## src/rtl/pwm_fader.sv

```systemverilog
// Brightness fader: accepts a target over valid/ready and ramps `level` toward it
// by a programmed step on every prescaler tick, pulsing `done` on arrival.
module pwm_fader #(
    parameter int WIDTH     = 8,
    parameter int PRESCALE  = 200000,
    parameter int MAX_LEVEL = 255,
    parameter int RATE_W    = 4
) (
    input  logic              sys_clk,
    input  logic              sys_rst_n,
    input  logic              tgt_valid,
    output logic              tgt_ready,
    input  logic [WIDTH-1:0]  tgt_level,
    input  logic [RATE_W-1:0] tgt_rate,
    input  logic              freeze,
    output logic [WIDTH-1:0]  level,
    output logic              busy,
    output logic              done
);

    localparam int PW = (PRESCALE > 1) ? $clog2(PRESCALE) : 1;
    localparam logic [PW-1:0]    PRE_RELOAD = PW'(PRESCALE - 1);
    localparam logic [WIDTH-1:0] MAX_L      = WIDTH'(MAX_LEVEL);

    typedef enum logic {
        IDLE,
        RAMP
    } state_t;

    state_t            state, state_next;
    logic [PW-1:0]     presc, presc_next;
    logic [WIDTH-1:0]  target, target_next;
    logic [WIDTH-1:0]  level_next, stepped;
    logic [RATE_W-1:0] step, step_next;
    logic              done_next;
    logic [WIDTH-1:0]  clamped;
    logic [RATE_W-1:0] rate_eff;
    logic [WIDTH:0]    gap, step_ext;

    // One extra bit of headroom keeps the step from wrapping past 0 or 2^WIDTH-1.
    always_comb begin
        clamped  = (tgt_level > MAX_L) ? MAX_L : tgt_level;
        rate_eff = (tgt_rate == '0) ? RATE_W'(1) : tgt_rate;
        step_ext = (WIDTH+1)'(step);
        gap      = (level < target) ? ({1'b0, target} - {1'b0, level})
                                    : ({1'b0, level} - {1'b0, target});
        if (gap <= step_ext)
            stepped = target;
        else if (level < target)
            stepped = level + step_ext[WIDTH-1:0];
        else
            stepped = level - step_ext[WIDTH-1:0];
    end

    // NOTE: every next-state signal gets a default first so no path infers a latch.
    always_comb begin
        state_next  = state;
        presc_next  = presc;
        target_next = target;
        step_next   = step;
        level_next  = level;
        done_next   = 1'b0;
        case (state)
            IDLE: begin
                if (tgt_valid) begin
                    target_next = clamped;
                    step_next   = rate_eff;
                    presc_next  = PRE_RELOAD;
                    if (clamped == level)
                        done_next = 1'b1;
                    else
                        state_next = RAMP;
                end
            end
            RAMP: begin
                if (!freeze) begin
                    if (presc == '0) begin
                        presc_next = PRE_RELOAD;
                        level_next = stepped;
                        if (stepped == target) begin
                            state_next = IDLE;
                            done_next  = 1'b1;
                        end
                    end else begin
                        presc_next = presc - 1'b1;
                    end
                end
            end
            default: state_next = IDLE;
        endcase
    end

    // NOTE: state is updated with non-blocking assignments so all registers see pre-edge values.
    always_ff @(posedge sys_clk) begin
        if (!sys_rst_n) begin
            state  <= IDLE;
            presc  <= PRE_RELOAD;
            target <= '0;
            step   <= RATE_W'(1);
            level  <= '0;
            done   <= 1'b0;
        end else begin
            state  <= state_next;
            presc  <= presc_next;
            target <= target_next;
            step   <= step_next;
            level  <= level_next;
            done   <= done_next;
        end
    end

    assign busy      = (state == RAMP);
    assign tgt_ready = (state == IDLE) && sys_rst_n;

endmodule

```

## config.mk

```make
export PLATFORM = sky130hd
export DESIGN_NAME = pwm_fader
export DESIGN_NICKNAME = d
export VERILOG_FILES = /design/src/rtl/pwm_fader.sv
export SDC_FILE = /design/constraint.sdc
export NUM_CORES = 1
export LEC_CHECK = 0
export ABC_AREA = 1
export CAP_MARGIN = 15
export CORE_MARGIN = 5
export CORE_UTILIZATION = 25
export DETAILED_ROUTE_END_ITERATION = 8
export PLACE_DENSITY = 0.39
export SYNTH_ARGS = -nofsm -noshare
export SYNTH_HDL_FRONTEND = slang
export SYNTH_SLANG_ARGS = --single-unit
```

## constraint.sdc

```tcl
create_clock -name sys_clk -period 4 [get_ports sys_clk]
set_input_delay 0.8 -clock sys_clk [delete_from_list [all_inputs] [get_ports sys_clk]]
set_output_delay 0.8 -clock sys_clk [all_outputs]
set_load 0.05 [all_outputs]
```

After elaboration in Yosys (flattened, before gate mapping)
Index checks and enable logic that the tools add are counted.
- word-level logic and storage cells: 47
- memories: 0
- bits in registers: 40
- RAM bits: 0
- output and inout port bits: 11
- latch bits: 0
- memory bits (read-only): 0
- bitwise gates (word level): 2
- div/mod/pow operators: 0
- multipliers: 0
- equal/unequal tests: 4
- magnitude comparators: 3
- shift-type cells: 0
- $add $sub $neg: 5
- mux-type cells: 21
- reductions and logical operators: 6
- operators by type and width (kind ; count):
    18-bit two-way mux ; 3
    18-bit one-hot mux with 2 select lines ; 1
    8-bit two-way mux ; 3
    18-bit zero test ; 1
    18-bit by 1-bit subtractor with 18-bit output (second input constant) ; 1
    8-bit by 8-bit subtractor with 9-bit output ; 2
    8-bit equality test ; 2
    1-bit two-way mux ; 10
    9-bit by 4-bit <= comparator with 1-bit output ; 1
    9-bit two-way mux ; 1
    8-bit by 4-bit adder with 8-bit output ; 1
    8-bit > comparator (second input constant) ; 1
    8-bit less-than comparator ; 1
    8-bit by 4-bit subtractor with 8-bit output ; 1
    4-bit zero test ; 1
    4-bit two-way mux ; 1
    2-bit != test (second input constant) ; 2
    1-bit one-hot mux with 2 select lines ; 2
    2-bit AND reduction ; 2
    3-bit AND reduction ; 1
    1-bit NOT ; 2
    1-bit logical AND ; 1

Logic depth before layout (Yosys ltp)
- depth in word-level cells: 9
- depth in mapped cells: 30
- gate-level depth less buffers: 27

Least setup slack after synthesis
Ideal clock, no wire load.
- path kind: reg-to-reg
- start point: reg level[1]
- end point: reg state, in the netlist busy
- path slack: -10 ps
- arrival time: 3878 ps
- stages on the path, launching flop included: 28
- period minus slack after synthesis: 4010 ps
- required time: 3868 ps
- path buffers: 2
- path through: dfxtp_1 -> inv_1 -> ha_1 -> nand2_1 -> nor2_2 -> nand3_1 -> nand3_2 -> buf_1 -> nand2_1 -> o21ai_0 -> xor2_1 -> inv_1 -> ha_1 -> a21oi_1 -> a21boi_0 -> o21ai_0 -> nand3_1 -> nor2_1 -> nand2_2 -> buf_6 -> nand3_1 -> inv_1 -> nor2_1 -> nand2_1 -> nor2_2 -> nand3_2 -> nand2_1 -> a21oi_1
- longest elaborated chain between the ends: 9
- RTL lines (what ; line ; text):
    start: declaration ; 16 ; output logic [WIDTH-1:0] level,
    start signal: assignment ; 107 ; level <= level_next;
    8-bit by 8-bit subtractor with 9-bit output (tied with other cells) ; 46 ; : ({1'b0, level} - {1'b0, target});
    9-bit two-way mux ; 45 ; gap = (level < target) ? ({1'b0, target} - {1'b0, level})
    9-bit by 4-bit <= comparator with 1-bit output ; 47 ; if (gap <= step_ext)
    8-bit two-way mux ; 47 ;
    8-bit equality test ; 80 ; if (stepped == target) begin
    1-bit two-way mux ; 80 ;
    1-bit two-way mux ; 77 ; if (presc == '0) begin
    1-bit two-way mux ; 76 ; if (!freeze) begin
    1-bit one-hot mux with 2 select lines * ; 63 ; case (state)
    end signal: assignment ; 103 ; state <= state_next;
    end: declaration ; 30 ; state_t state, state_next;
Mark *: on every way between the ends. The rest lies on a longest branch, timed or not.
A chain may end at the register's enable or synchronous reset.

Worst setup path after layout
- start point: reg level[2]
- end point: reg state, in the netlist busy
The elaborated chain is that of the path after synthesis.

==> results.rst <==
.. list-table::
   :header-rows: 1

   * - Metric
     - Value
   * - Setup WS post-layout
     - between 0.3 and 0.4 ns
   * - Net switching power of the design
     - 0.0004860 W
   * - Maximum fanout count along the critical path
     - 12
   * - Setup clock skew after layout
     - between 0.01 and 0.015 ns
   * - Number of setup violations in the final report
     - 0
   * - Required time worst endpoint
     - between 4 and 5 ns
   * - Height of the die
     - ~130 µm
   * - Area contributors post-synth
     - sky130_fd_sc_hd__dfxtp_1 24%, sky130_fd_sc_hd__nand2_1 13%, sky130_fd_sc_hd__ha_1 11%, sky130_fd_sc_hd__inv_1 9.0%, sky130_fd_sc_hd__o21ai_0 6.6%
   * - Setup slack, reg-to-reg
     - 0.34 ns
   * - Minimum setup slack after placement
     - about 0.065 ns
   * - Detail Placement HPWL
     - between 8 and 9 mm
   * - Distinct cells, synth
     - 35
   * - H-tree depth reported by CTS
     - 2
   * - CTS Root Cell
     - sky130_fd_sc_hd__clkbuf_16
   * - Final critical-path required period
     - about 3.7 ns
   * - First-pass GRT wire length
     - 16.77 mm
   * - Relative area change from synthesis to final layout
     - 22.53%
   * - Type of the most critical hold path
     - flop to flop
   * - Vias per cell
     - between 4 and 5
   * - Maximum operating frequency
     - about 270 MHz
   * - Die Outline Area
     - around 16000 µm²
   * - Flip-flop and latch count after synthesis
     - 40
   * - YS warnings
     - 0
   * - Final antenna-violating net count
     - 0
   * - Status
     - finished clean
   * - Fillcell total
     - 1426
   * - Placer Congestion
     - 0.8486
   * - DRC violations left
     - 0
   * - Data arrival at the endpoint of the critical path
     - ~3.8 ns
   * - GRT Resource Usage Total
     - 0.1300
   * - Total number of nets in the final design
     - ~600
   * - Delay contributed by the slowest stage of the critical path
     - roughly 0.36 ns
   * - Clock latency on the worst-skew pair
     - between 0.2 and 0.3 ns
   * - Post-synth top area cell
     - sky130_fd_sc_hd__dfxtp_1
   * - Comb power frac
     - 0.342
   * - Avg WL per Cell
     - 13.97 µm
   * - Area share of the largest cell type after synthesis
     - 0.2360
   * - Proportion of total power due to net switching
     - 0.3504
   * - Cell-internal power
     - roughly 0.00090 W
   * - Antenna cell count
     - 0
   * - IO Pins
     - 27
   * - Actual transition at the worst max-transition pin
     - approximately 0.66 ns
   * - Pleak
     - just under 2 nW
   * - Power per cell area
     - 333.5 nW/µm²
   * - Pin count of the biggest net entering global routing
     - 31
   * - Leading cell type in the layout, fill and taps excluded
     - sky130_fd_sc_hd__nand2_1
   * - Antenna violations before repair
     - 0
   * - Deepest clock path buffer count
     - 2
   * - Syn Nets
     - around 570
   * - Proportion of layout cells with a drive suffix above 1
     - 0.09027
   * - Highest-delay cell along the critical path
     - sky130_fd_sc_hd__ha_1
   * - Syn avg cell area
     - around 6.5 µm²
   * - Initial drt markers
     - 233
   * - Post-layout util
     - 0.3127
   * - Grt total ovfl
     - 0
   * - Syn Std Cell Area
     - ~3400 µm²
   * - Total negative setup slack
     - 0 ns
   * - Number of failing hold endpoints at the final stage
     - 0
   * - Chip width
     - 126.5 µm
   * - Critical path buffers and inverters
     - 4
   * - Count of mapped cells out of synthesis
     - around 530
   * - Number of placed cells counting well taps
     - about 730
   * - Overall power of the completed layout
     - between 0.001 and 0.0015 W
   * - Placeable Area
     - between 10000 and 15000 µm²
   * - Count of pins over their slew limit
     - 0
   * - Sort of element at the start of the critical path
     - flop
   * - Cell family with most CP delay
     - simple AND/OR/NAND/NOR gates
   * - Proportion of synthesized chip area in sequential cells
     - 0.2360
   * - Via count
     - approximately 3400
   * - Wirelength, routed
     - between 10 and 15 mm
   * - CP Class
     - flop to flop
   * - Total of hold buffers inserted after clock tree synthesis
     - 0
   * - Clock share of power
     - 0.351
   * - Nature of the critical path endpoint
     - flop
   * - Count of port buffers added during placement
     - 26
   * - Num Clock Sinks
     - 40
   * - Post-route non-filler standard cell count
     - 741
   * - Part of the power in registers
     - 0.307
   * - Num rows
     - 42
   * - Clock transition time at the flip-flop clock pins of the worst setup and hold paths
     - approximately 0.070 ns
   * - Period utilisation layout
     - 0.9162
   * - Cells traversed along the worst timing path
     - inv_1 > ha_1 > buf_4 > nand2_1 > nor2_2 > nand3_1 > nand3_2 > buf_4 > nor2_1 > xor2_1 > ha_1 > nand2_1 > o21ai_1 > a21oi_1 > o21ai_1 > xor2_1 > inv_1 > nand3_1 > nand3_1 > nor2_2 > nand3_2 > nand2_1 > a21oi_1
   * - Number of buffers created by CTS
     - 5
   * - 1st-pass router iterations
     - 6
   * - Worst voltage drop across the vdd grid
     - 0.1952 mV
   * - Top library cells by usage in the layout, fill and taps aside
     - 119 x sky130_fd_sc_hd__nand2_1, 80 x sky130_fd_sc_hd__inv_1, 44 x sky130_fd_sc_hd__a21oi_1, 44 x sky130_fd_sc_hd__nand3_1
   * - Max cap viols
     - 0
   * - Initial standard-cell utilization of the core
     - 0.2552
   * - TritonCTS clock tree
     - yes
   * - Number of global-route vias before repair
     - 3212
   * - Remaining max-slew budget at the tightest pin
     - 0.5556
## worst paths after layout
path,from,endpoint,cells after the start
worst max-delay path,level[2],busy,23
worst min-delay path,presc[8],presc[8],2
worst max register to register,level[2],busy,23
worst min register to register,presc[8],presc[8],2
## registers in the layout, summed over array words and instances (netlist names)
signal	flops
done	1
step	4
presc	18
busy	1
level	8
target	8
## synth_stat cells
master	count
sky130_fd_sc_hd__o211ai_1	2
sky130_fd_sc_hd__xor2_1	22
sky130_fd_sc_hd__nand3_2	2
sky130_fd_sc_hd__dfxtp_1	40
sky130_fd_sc_hd__nor2_2	3
sky130_fd_sc_hd__xnor2_1	4
sky130_fd_sc_hd__nand2_2	3
sky130_fd_sc_hd__nand3_1	44
sky130_fd_sc_hd__a21oi_1	44
sky130_fd_sc_hd__mux2i_1	1
sky130_fd_sc_hd__or2_2	2
sky130_fd_sc_hd__nor3_2	1
sky130_fd_sc_hd__clkbuf_1	6
sky130_fd_sc_hd__buf_2	1
sky130_fd_sc_hd__nand3b_1	4
sky130_fd_sc_hd__a221oi_1	1
sky130_fd_sc_hd__nor4_1	4
sky130_fd_sc_hd__inv_1	81
sky130_fd_sc_hd__inv_2	4
sky130_fd_sc_hd__nand4_1	8
sky130_fd_sc_hd__o21a_1	1
sky130_fd_sc_hd__fa_1	3
sky130_fd_sc_hd__o21ai_0	45
sky130_fd_sc_hd__a21oi_2	1
sky130_fd_sc_hd__a21boi_0	1
sky130_fd_sc_hd__o311ai_0	1
sky130_fd_sc_hd__nand2_1	119
sky130_fd_sc_hd__nand2_4	1
sky130_fd_sc_hd__clkinv_1	1
sky130_fd_sc_hd__nor3_1	10
sky130_fd_sc_hd__buf_6	1
sky130_fd_sc_hd__buf_1	1
sky130_fd_sc_hd__buf_4	4
sky130_fd_sc_hd__ha_1	30
sky130_fd_sc_hd__nor2_1	29
## kinds of logic after synthesis
group | synth area share
compound gates | 0.1479
xor+xnor | 0.06711
fa+ha+maj | 0.1283
buf+inv | 0.1165
flops | 0.2360
mux | 0.002950
simple gates | 0.3013
## worst min-delay path: stages (launching register included)
cell and delay (ns):
sky130_fd_sc_hd__dfxtp_1 0.32, sky130_fd_sc_hd__nand2_1 0.06, sky130_fd_sc_hd__nand3_1 0.06
## power groups by stage
stage	registers, W	clock network [W]	logic [W]
floorplan	0.000436	0	0.000320
detailed placement	0.000436	0	0.000446
CTS	0.000427	0.000500	0.000448
finish	0.000426	0.000486	0.000474
global route	0.000429	0.000512	0.000543
global placement	0.000436	0	0.000448
## metrics by stage
stage               hold WS (ns)  cell area (µm²)
global route              0.5219             4158
detailed placement        0.4901             3940
floorplan                 0.4649             3395
global placement          0.4874             3940
CTS                       0.5038             4118
finish                    0.4988             4158
## per-layer routing
metal,vias up,track usage,part of all wire
met5,-,0,0
met4,0,0.03091,0.014
met3,13,0.02690,0.038
met2,69,0.2111,0.46
met1,1511,0.1768,0.49
li1,1776,-,-
## layout make-up
class / instances / area [µm²] / share of cell area
clock inverters: 2 / 38.79 / 0.009329
inverters: 86 / 322.8 / 0.07764
flip-flops and latches: 40 / 805.8 / 0.1938
repair buffers: 44 / 405.4 / 0.09750
clock buffers: 6 / 138.9 / 0.03340
multi-input cells: 387 / 2226 / 0.5354
well taps: 176 / 220.2 / 0.05296
## what timing repair did
action | CTS | global route
endpoints found under the setup margin | 0 | 10
gates resized for setup | 0 | 16
setup buffers | 0 | 1
No activity file was read; power rests on OpenSTA's default activity.
